--- config.mk ---
export PLATFORM = sky130hd
export DESIGN_NAME = pwm_die_monitor
export DESIGN_NICKNAME = d
export VERILOG_FILES = /design/src/rtl/pwm_die_monitor.sv
export SDC_FILE = /design/constraint.sdc
export NUM_CORES = 1
export LEC_CHECK = 0
export BUFFER_PORTS_ARGS = -buffer_cell sky130_fd_sc_hd__buf_2
export CAP_MARGIN = 40
export CORE_UTILIZATION = 28
export DETAILED_ROUTE_END_ITERATION = 8
export GPL_TIMING_DRIVEN = 0
export HOLD_SLACK_MARGIN = 0.08
export MAX_ROUTING_LAYER = met4
export SLEW_MARGIN = 30
export SYNTH_ARGS = -nofsm -noshare
export SYNTH_HDL_FRONTEND = slang
export SYNTH_SLANG_ARGS = --single-unit
--- constraint.sdc ---
create_clock -name io_clk -period 7.3 [get_ports io_clk]
set_clock_uncertainty 0.1 [all_clocks]
set_input_delay 1.095 -clock io_clk [delete_from_list [all_inputs] [get_ports io_clk]]
set_output_delay 1.095 -clock io_clk [all_outputs]
set_load 0.005 [all_outputs]
--- src/rtl/pwm_die_monitor.sv ---
// pwm_die_monitor: measures high and dead-time segments of a complementary PWM pair
// and flags overlap, out-of-order edges and lost pulses.
module pwm_die_monitor #(
  parameter int unsigned _RAM_WIDTH     = 32,
  parameter int unsigned TIMEOUT_CYCLES = 1000000,
  parameter int unsigned SYNC_STAGES    = 2
) (
  input  logic                  io_clk,
  input  logic                  rst_n,
  input  logic                  meas_en,
  input  logic                  err_clr,
  input  logic                  io_pulseIn_a,
  input  logic                  io_pulseIn_b,
  output logic [_RAM_WIDTH-1:0] high_a,
  output logic [_RAM_WIDTH-1:0] dead_ab,
  output logic [_RAM_WIDTH-1:0] high_b,
  output logic [_RAM_WIDTH-1:0] dead_ba,
  output logic [_RAM_WIDTH-1:0] period,
  output logic                  meas_valid,
  output logic                  overlap_err,
  output logic                  seq_err,
  output logic                  timeout_err,
  output logic                  busy
);

  localparam int unsigned W  = _RAM_WIDTH;
  localparam int unsigned SW = W + 3;
  localparam logic [W-1:0] TMO_LAST = W'(TIMEOUT_CYCLES - 1);

  typedef enum logic [2:0] {IDLE, A_HIGH, DEAD_AB, B_HIGH, DEAD_BA} state_t;

  state_t state, state_nxt;

  logic [SYNC_STAGES-1:0] a_sync, b_sync;
  logic a_s, b_s, a_d, b_d;
  logic a_rise, a_fall, b_rise, b_fall;
  logic [W-1:0] seg_cnt, seg_len;
  logic [W-1:0] r_ha, r_dab, r_hb, r_dba;
  logic [SW-1:0] seg_sum;
  logic tmo, pend;
  logic seg_clr, lat_ha, lat_dab, lat_hb, lat_dba, zero_ab, zero_ba, publish;
  logic set_ovl, set_seq, set_to;

  // Input synchronizers plus one delay stage for edge detection
  always_ff @(posedge io_clk or negedge rst_n) begin
    if (!rst_n) begin
      a_sync <= '0;
      b_sync <= '0;
      a_d    <= 1'b0;
      b_d    <= 1'b0;
    end else begin
      a_sync <= {a_sync[SYNC_STAGES-2:0], io_pulseIn_a};
      b_sync <= {b_sync[SYNC_STAGES-2:0], io_pulseIn_b};
      a_d    <= a_s;
      b_d    <= b_s;
    end
  end

  assign a_s    = a_sync[SYNC_STAGES-1];
  assign b_s    = b_sync[SYNC_STAGES-1];
  assign a_rise = a_s & ~a_d;
  assign a_fall = ~a_s & a_d;
  assign b_rise = b_s & ~b_d;
  assign b_fall = ~b_s & b_d;
  assign tmo    = (seg_cnt == TMO_LAST);

  // Cycles spent in the segment that closes on this edge, saturating
  assign seg_len = (&seg_cnt) ? seg_cnt : seg_cnt + W'(1);
  assign seg_sum = SW'(r_ha) + SW'(r_dab) + SW'(r_hb) + SW'(r_dba);

  always_ff @(posedge io_clk or negedge rst_n) begin
    if (!rst_n) state <= IDLE;
    else        state <= state_nxt;
  end

  // Overlap beats any edge; edges beat a timeout on the same cycle
  always_comb begin
    state_nxt = state;
    seg_clr   = 1'b0;
    lat_ha    = 1'b0;
    lat_dab   = 1'b0;
    lat_hb    = 1'b0;
    lat_dba   = 1'b0;
    zero_ab   = 1'b0;
    zero_ba   = 1'b0;
    publish   = 1'b0;
    set_ovl   = 1'b0;
    set_seq   = 1'b0;
    set_to    = 1'b0;
    if (!meas_en) begin
      state_nxt = IDLE;
    end else if (a_s && b_s) begin
      set_ovl   = 1'b1;
      state_nxt = IDLE;
    end else begin
      case (state)
        IDLE: begin
          if (a_rise) begin
            seg_clr   = 1'b1;
            state_nxt = A_HIGH;
          end
        end
        A_HIGH: begin
          if (a_fall) begin
            lat_ha  = 1'b1;
            seg_clr = 1'b1;
            if (b_rise) begin
              zero_ab   = 1'b1;
              state_nxt = B_HIGH;
            end else begin
              state_nxt = DEAD_AB;
            end
          end else if (tmo) begin
            set_to    = 1'b1;
            state_nxt = IDLE;
          end
        end
        DEAD_AB: begin
          if (a_rise) begin
            set_seq   = 1'b1;
            seg_clr   = 1'b1;
            state_nxt = A_HIGH;
          end else if (b_rise) begin
            lat_dab   = 1'b1;
            seg_clr   = 1'b1;
            state_nxt = B_HIGH;
          end else if (tmo) begin
            set_to    = 1'b1;
            state_nxt = IDLE;
          end
        end
        B_HIGH: begin
          if (b_fall) begin
            lat_hb  = 1'b1;
            seg_clr = 1'b1;
            if (a_rise) begin
              zero_ba   = 1'b1;
              publish   = 1'b1;
              state_nxt = A_HIGH;
            end else begin
              state_nxt = DEAD_BA;
            end
          end else if (tmo) begin
            set_to    = 1'b1;
            state_nxt = IDLE;
          end
        end
        DEAD_BA: begin
          if (b_rise) begin
            set_seq   = 1'b1;
            state_nxt = IDLE;
          end else if (a_rise) begin
            lat_dba   = 1'b1;
            seg_clr   = 1'b1;
            publish   = 1'b1;
            state_nxt = A_HIGH;
          end else if (tmo) begin
            set_to    = 1'b1;
            state_nxt = IDLE;
          end
        end
        default: state_nxt = IDLE;
      endcase
    end
  end

  // Segment counter and per-segment latches
  always_ff @(posedge io_clk or negedge rst_n) begin
    if (!rst_n) begin
      seg_cnt <= '0;
      r_ha    <= '0;
      r_dab   <= '0;
      r_hb    <= '0;
      r_dba   <= '0;
      pend    <= 1'b0;
    end else begin
      if (seg_clr)        seg_cnt <= '0;
      else if (!(&seg_cnt)) seg_cnt <= seg_cnt + W'(1);
      if (lat_ha)  r_ha  <= seg_len;
      if (zero_ab) r_dab <= '0;
      else if (lat_dab) r_dab <= seg_len;
      if (lat_hb)  r_hb  <= seg_len;
      if (zero_ba) r_dba <= '0;
      else if (lat_dba) r_dba <= seg_len;
      pend <= publish;
    end
  end

  // Published results, strobe, sticky flags and busy
  always_ff @(posedge io_clk or negedge rst_n) begin
    if (!rst_n) begin
      high_a      <= '0;
      dead_ab     <= '0;
      high_b      <= '0;
      dead_ba     <= '0;
      period      <= '0;
      meas_valid  <= 1'b0;
      overlap_err <= 1'b0;
      seq_err     <= 1'b0;
      timeout_err <= 1'b0;
      busy        <= 1'b0;
    end else begin
      meas_valid <= 1'b0;
      if (pend && meas_en) begin
        high_a     <= r_ha;
        dead_ab    <= r_dab;
        high_b     <= r_hb;
        dead_ba    <= r_dba;
        period     <= (|seg_sum[SW-1:W]) ? '1 : seg_sum[W-1:0];
        meas_valid <= 1'b1;
      end
      overlap_err <= set_ovl | (overlap_err & ~err_clr);
      seq_err     <= set_seq | (seq_err & ~err_clr);
      timeout_err <= set_to  | (timeout_err & ~err_clr);
      busy        <= (state_nxt != IDLE);
    end
  end

endmodule

==> impl_metrics.tcl <==
set metrics [dict create \
    final_cell_mix "dfrtp_1, nand2_1, o21ai_0" \
    regArea_sq_um 8380 \
    critPathMaxStageDelay_ps 480 \
    ant_nets 0 \
    route.detailed.drc 0 \
    fp.dieW_um 241 \
    postCtsSetupBuffers 0 \
    nets 1929 \
    multi_input_area_sq_um 6560 \
    rsz0062_at_grt "no" \
    dp.cells 2539 \
    slew_violations 0 \
    critPathCaptureType "register" \
    antenna_found_initial 0 \
    worstPathCellList "inv_1 > fa_1 > fa_1 > inv_1 > ha_1 > inv_1 > fa_1 > nand2b_1 > a21o_1 > a32oi_1 > a311o_1 > nand3_2 > nand3_4 > a2111oi_4 > a31oi_2 > buf_4 > o22a_1" \
    place_congestion 0.907 \
    fin_crit_sh_pct 66.6 \
    fill_cells 5854 \
    netlist_instances 1609 \
    avgSynthCellArea_sq_um 9.94 \
    dieHeight_um 241 \
    setup_viol 0 \
    drtIter0Drc 1053 \
    cap_violations 0 \
    pin_count 171 \
    rr_worst_depth 17 \
    min_path_cells 0 \
    synth_cell_types 69 \
    cts.sinks 335 \
    grt_max_degree 86 \
    ir_drop_mv 0.131 \
    finalHoldViolations 0 \
    period_needed_ps 4860 \
    drive_above_1_share_pct 13.9 \
    synth_async_sr_flop_share_pct 100 \
    slew_headroom_pct 43.4 \
    wirelength_um 50400 \
    yosys_most_used_dff "dfrtp_1" \
    dr.pass1.iters 5 \
    worst-setup-path-type "register to register" \
    grt_pass1_vias 12900 \
    gr-max-usage-layer "met2" \
    worst-endpoint-arrival_ps 5240 \
    viasPerCell 4.77 \
    grt.total_usage_pct 18.1 \
    power.density_cell_area_nw_per_um2 275 \
    dpl_cell_area_sq_um 17900 \
    worst_slew_pin_slew_ps 848 \
    min-delay-start "b_sync[0]" \
    synth_nets 1713 \
    areaGrowthSynthToFinish_pct 19.9 \
    ys_seq_area_share_pct 52.4 \
    die-area_sq_um 58100 \
    io_buffers 169 \
    clock_latency_ps 560 \
    cts_buffers 39 \
    startpoint_type "register" \
    timing.rr.start "r_dab[1]" \
    holdCritPathClass "register to register" \
    synth.cell_area_sq_um 16000 \
    slowest_stage "fa_1" \
    vias 12400 \
    h-tree-depth 2 \
    cts_tree "yes" \
    outcome "completed" \
    globalRouteMet3Util_pct 3.93 \
    core_sq_um 56400 \
    p_leak_nw 9.17 \
    cp-startpoint "r_dab[1]" \
    clk_pin_slew_worst_paths_ps 50 \
    drt-wirelength-per-cell_um 19.3 \
    overflow 0 \
    mostFrequentLayoutCell "dfrtp_1" \
    dp_hpwl_um 38800 \
    initial_core_util_pct 28.4 \
    cp_max_fo 10 \
    fp-row-count 87 \
    fmax_mhz 206 \
    met2_usage_pct 28.2 \
    grt_pass1_wl_um 76600 \
    ys_ff_latch 335 \
    cts_root_buf "clkbuf_16" \
    yosys_warnings 0 \
    n_antenna_cell 0 \
    clockBufferDepth 3 \
    synth_edf_count 0 \
    grt_util_met1_pct 23.3 \
    cts_resized 0 \
    critical_path_required_ps 7680 \
    cts_hold_buf 0 \
    design_area_sq_um 19200 \
    finalNonFillerCells 2605 \
]
## critical path, delay by kind of cell (launching register included)
kind | cells | cell delay, ps
buffers and inverters | 4 | 580
adder cells (fa/ha/maj) | 4 | 1660
AND/OR/NAND/NOR | 3 | 480
AO/OA/AOI/OAI | 6 | 1590
flip-flops | 1 | 380
## layer usage
layer | vias to the layer above | wire length [um]
met3 | 74 | 3820
li1 | 5728 | -
met5 | - | 0
met1 | 6244 | 21900
met4 | 0 | 1310
met2 | 383 | 23400
## power breakdown
group          total (mW)  internal, mW  switching, mW
logic                1.37         0.528          0.840
clock network        1.95          1.15          0.794
registers            1.96          1.92         0.0427
total                5.28          3.60           1.68
## final timing paths
path / slack, ps / to
setup / recovery: 2440 / period[0]
hold / removal: 250 / b_sync[1]
setup reg to reg: 2440 / period[0]
hold reg to reg: 250 / b_sync[1]
max in group asynchronous: 5610 / dead_ab[9]
min in group asynchronous: 360 / r_ha[23]
## state kept, by name (all words and copies together) (netlist names), 2 cells and up
register  flops
seg_cnt      32
r_dab        32
r_dba        32
state         3
high_b       32
dead_ab      32
high_a       32
dead_ba      32
r_ha         32
a_sync        2
b_sync        2
r_hb         32
period       32
## kinds of logic after synthesis
kind of cell | count (synthesis) | share of synthesized area [%]
fa+ha+maj | 98 | 10.7
compound gates | 390 | 14.8
simple gates | 456 | 12.4
flops | 335 | 52.4
mux | 3 | 0.188
buf+inv | 273 | 6.53
xor+xnor | 54 | 2.96
## synthesized netlist by cell type (all sizes together) (20+ instances only)
| cell | number | area [sq um] |
|---|---|---|
| nor2 | 62 | 233 |
| ha | 34 | 425 |
| dfrtp | 335 | 8380 |
| xor2 | 29 | 254 |
| o22ai | 30 | 188 |
| inv | 197 | 739 |
| nand2 | 290 | 1090 |
| fa | 64 | 1280 |
| o21ai | 229 | 1150 |
| nand3 | 20 | 118 |
| a21oi | 30 | 154 |
| o22a | 30 | 263 |
| clkbuf | 62 | 233 |
| xnor2 | 25 | 219 |
## through the flow
step	util, %	setup WS [ps]	total power [mW]	hold WS, ps	TNS (ps)
floorplan	-	3410	2.95	231	0
global placement	31.5	-1500	3.31	233	-486780
detailed placement	31.8	2450	3.34	236	0
CTS	34.0	2440	5.30	249	0
global route	34.0	2260	5.53	259	0
finish	34.0	2440	5.28	246	0
## cell type report
cell class / count / share of cell area (%)
plain buffers: 75 / 1.57
inverters: 198 / 3.88
flip-flops and latches: 335 / 43.7
well taps: 756 / 4.93
multi-input cells: 1001 / 34.2
clock buffers: 50 / 5.63
clock inverters: 15 / 0.907
repair buffers: 175 / 5.12
(Power assumes the default switching activity.)
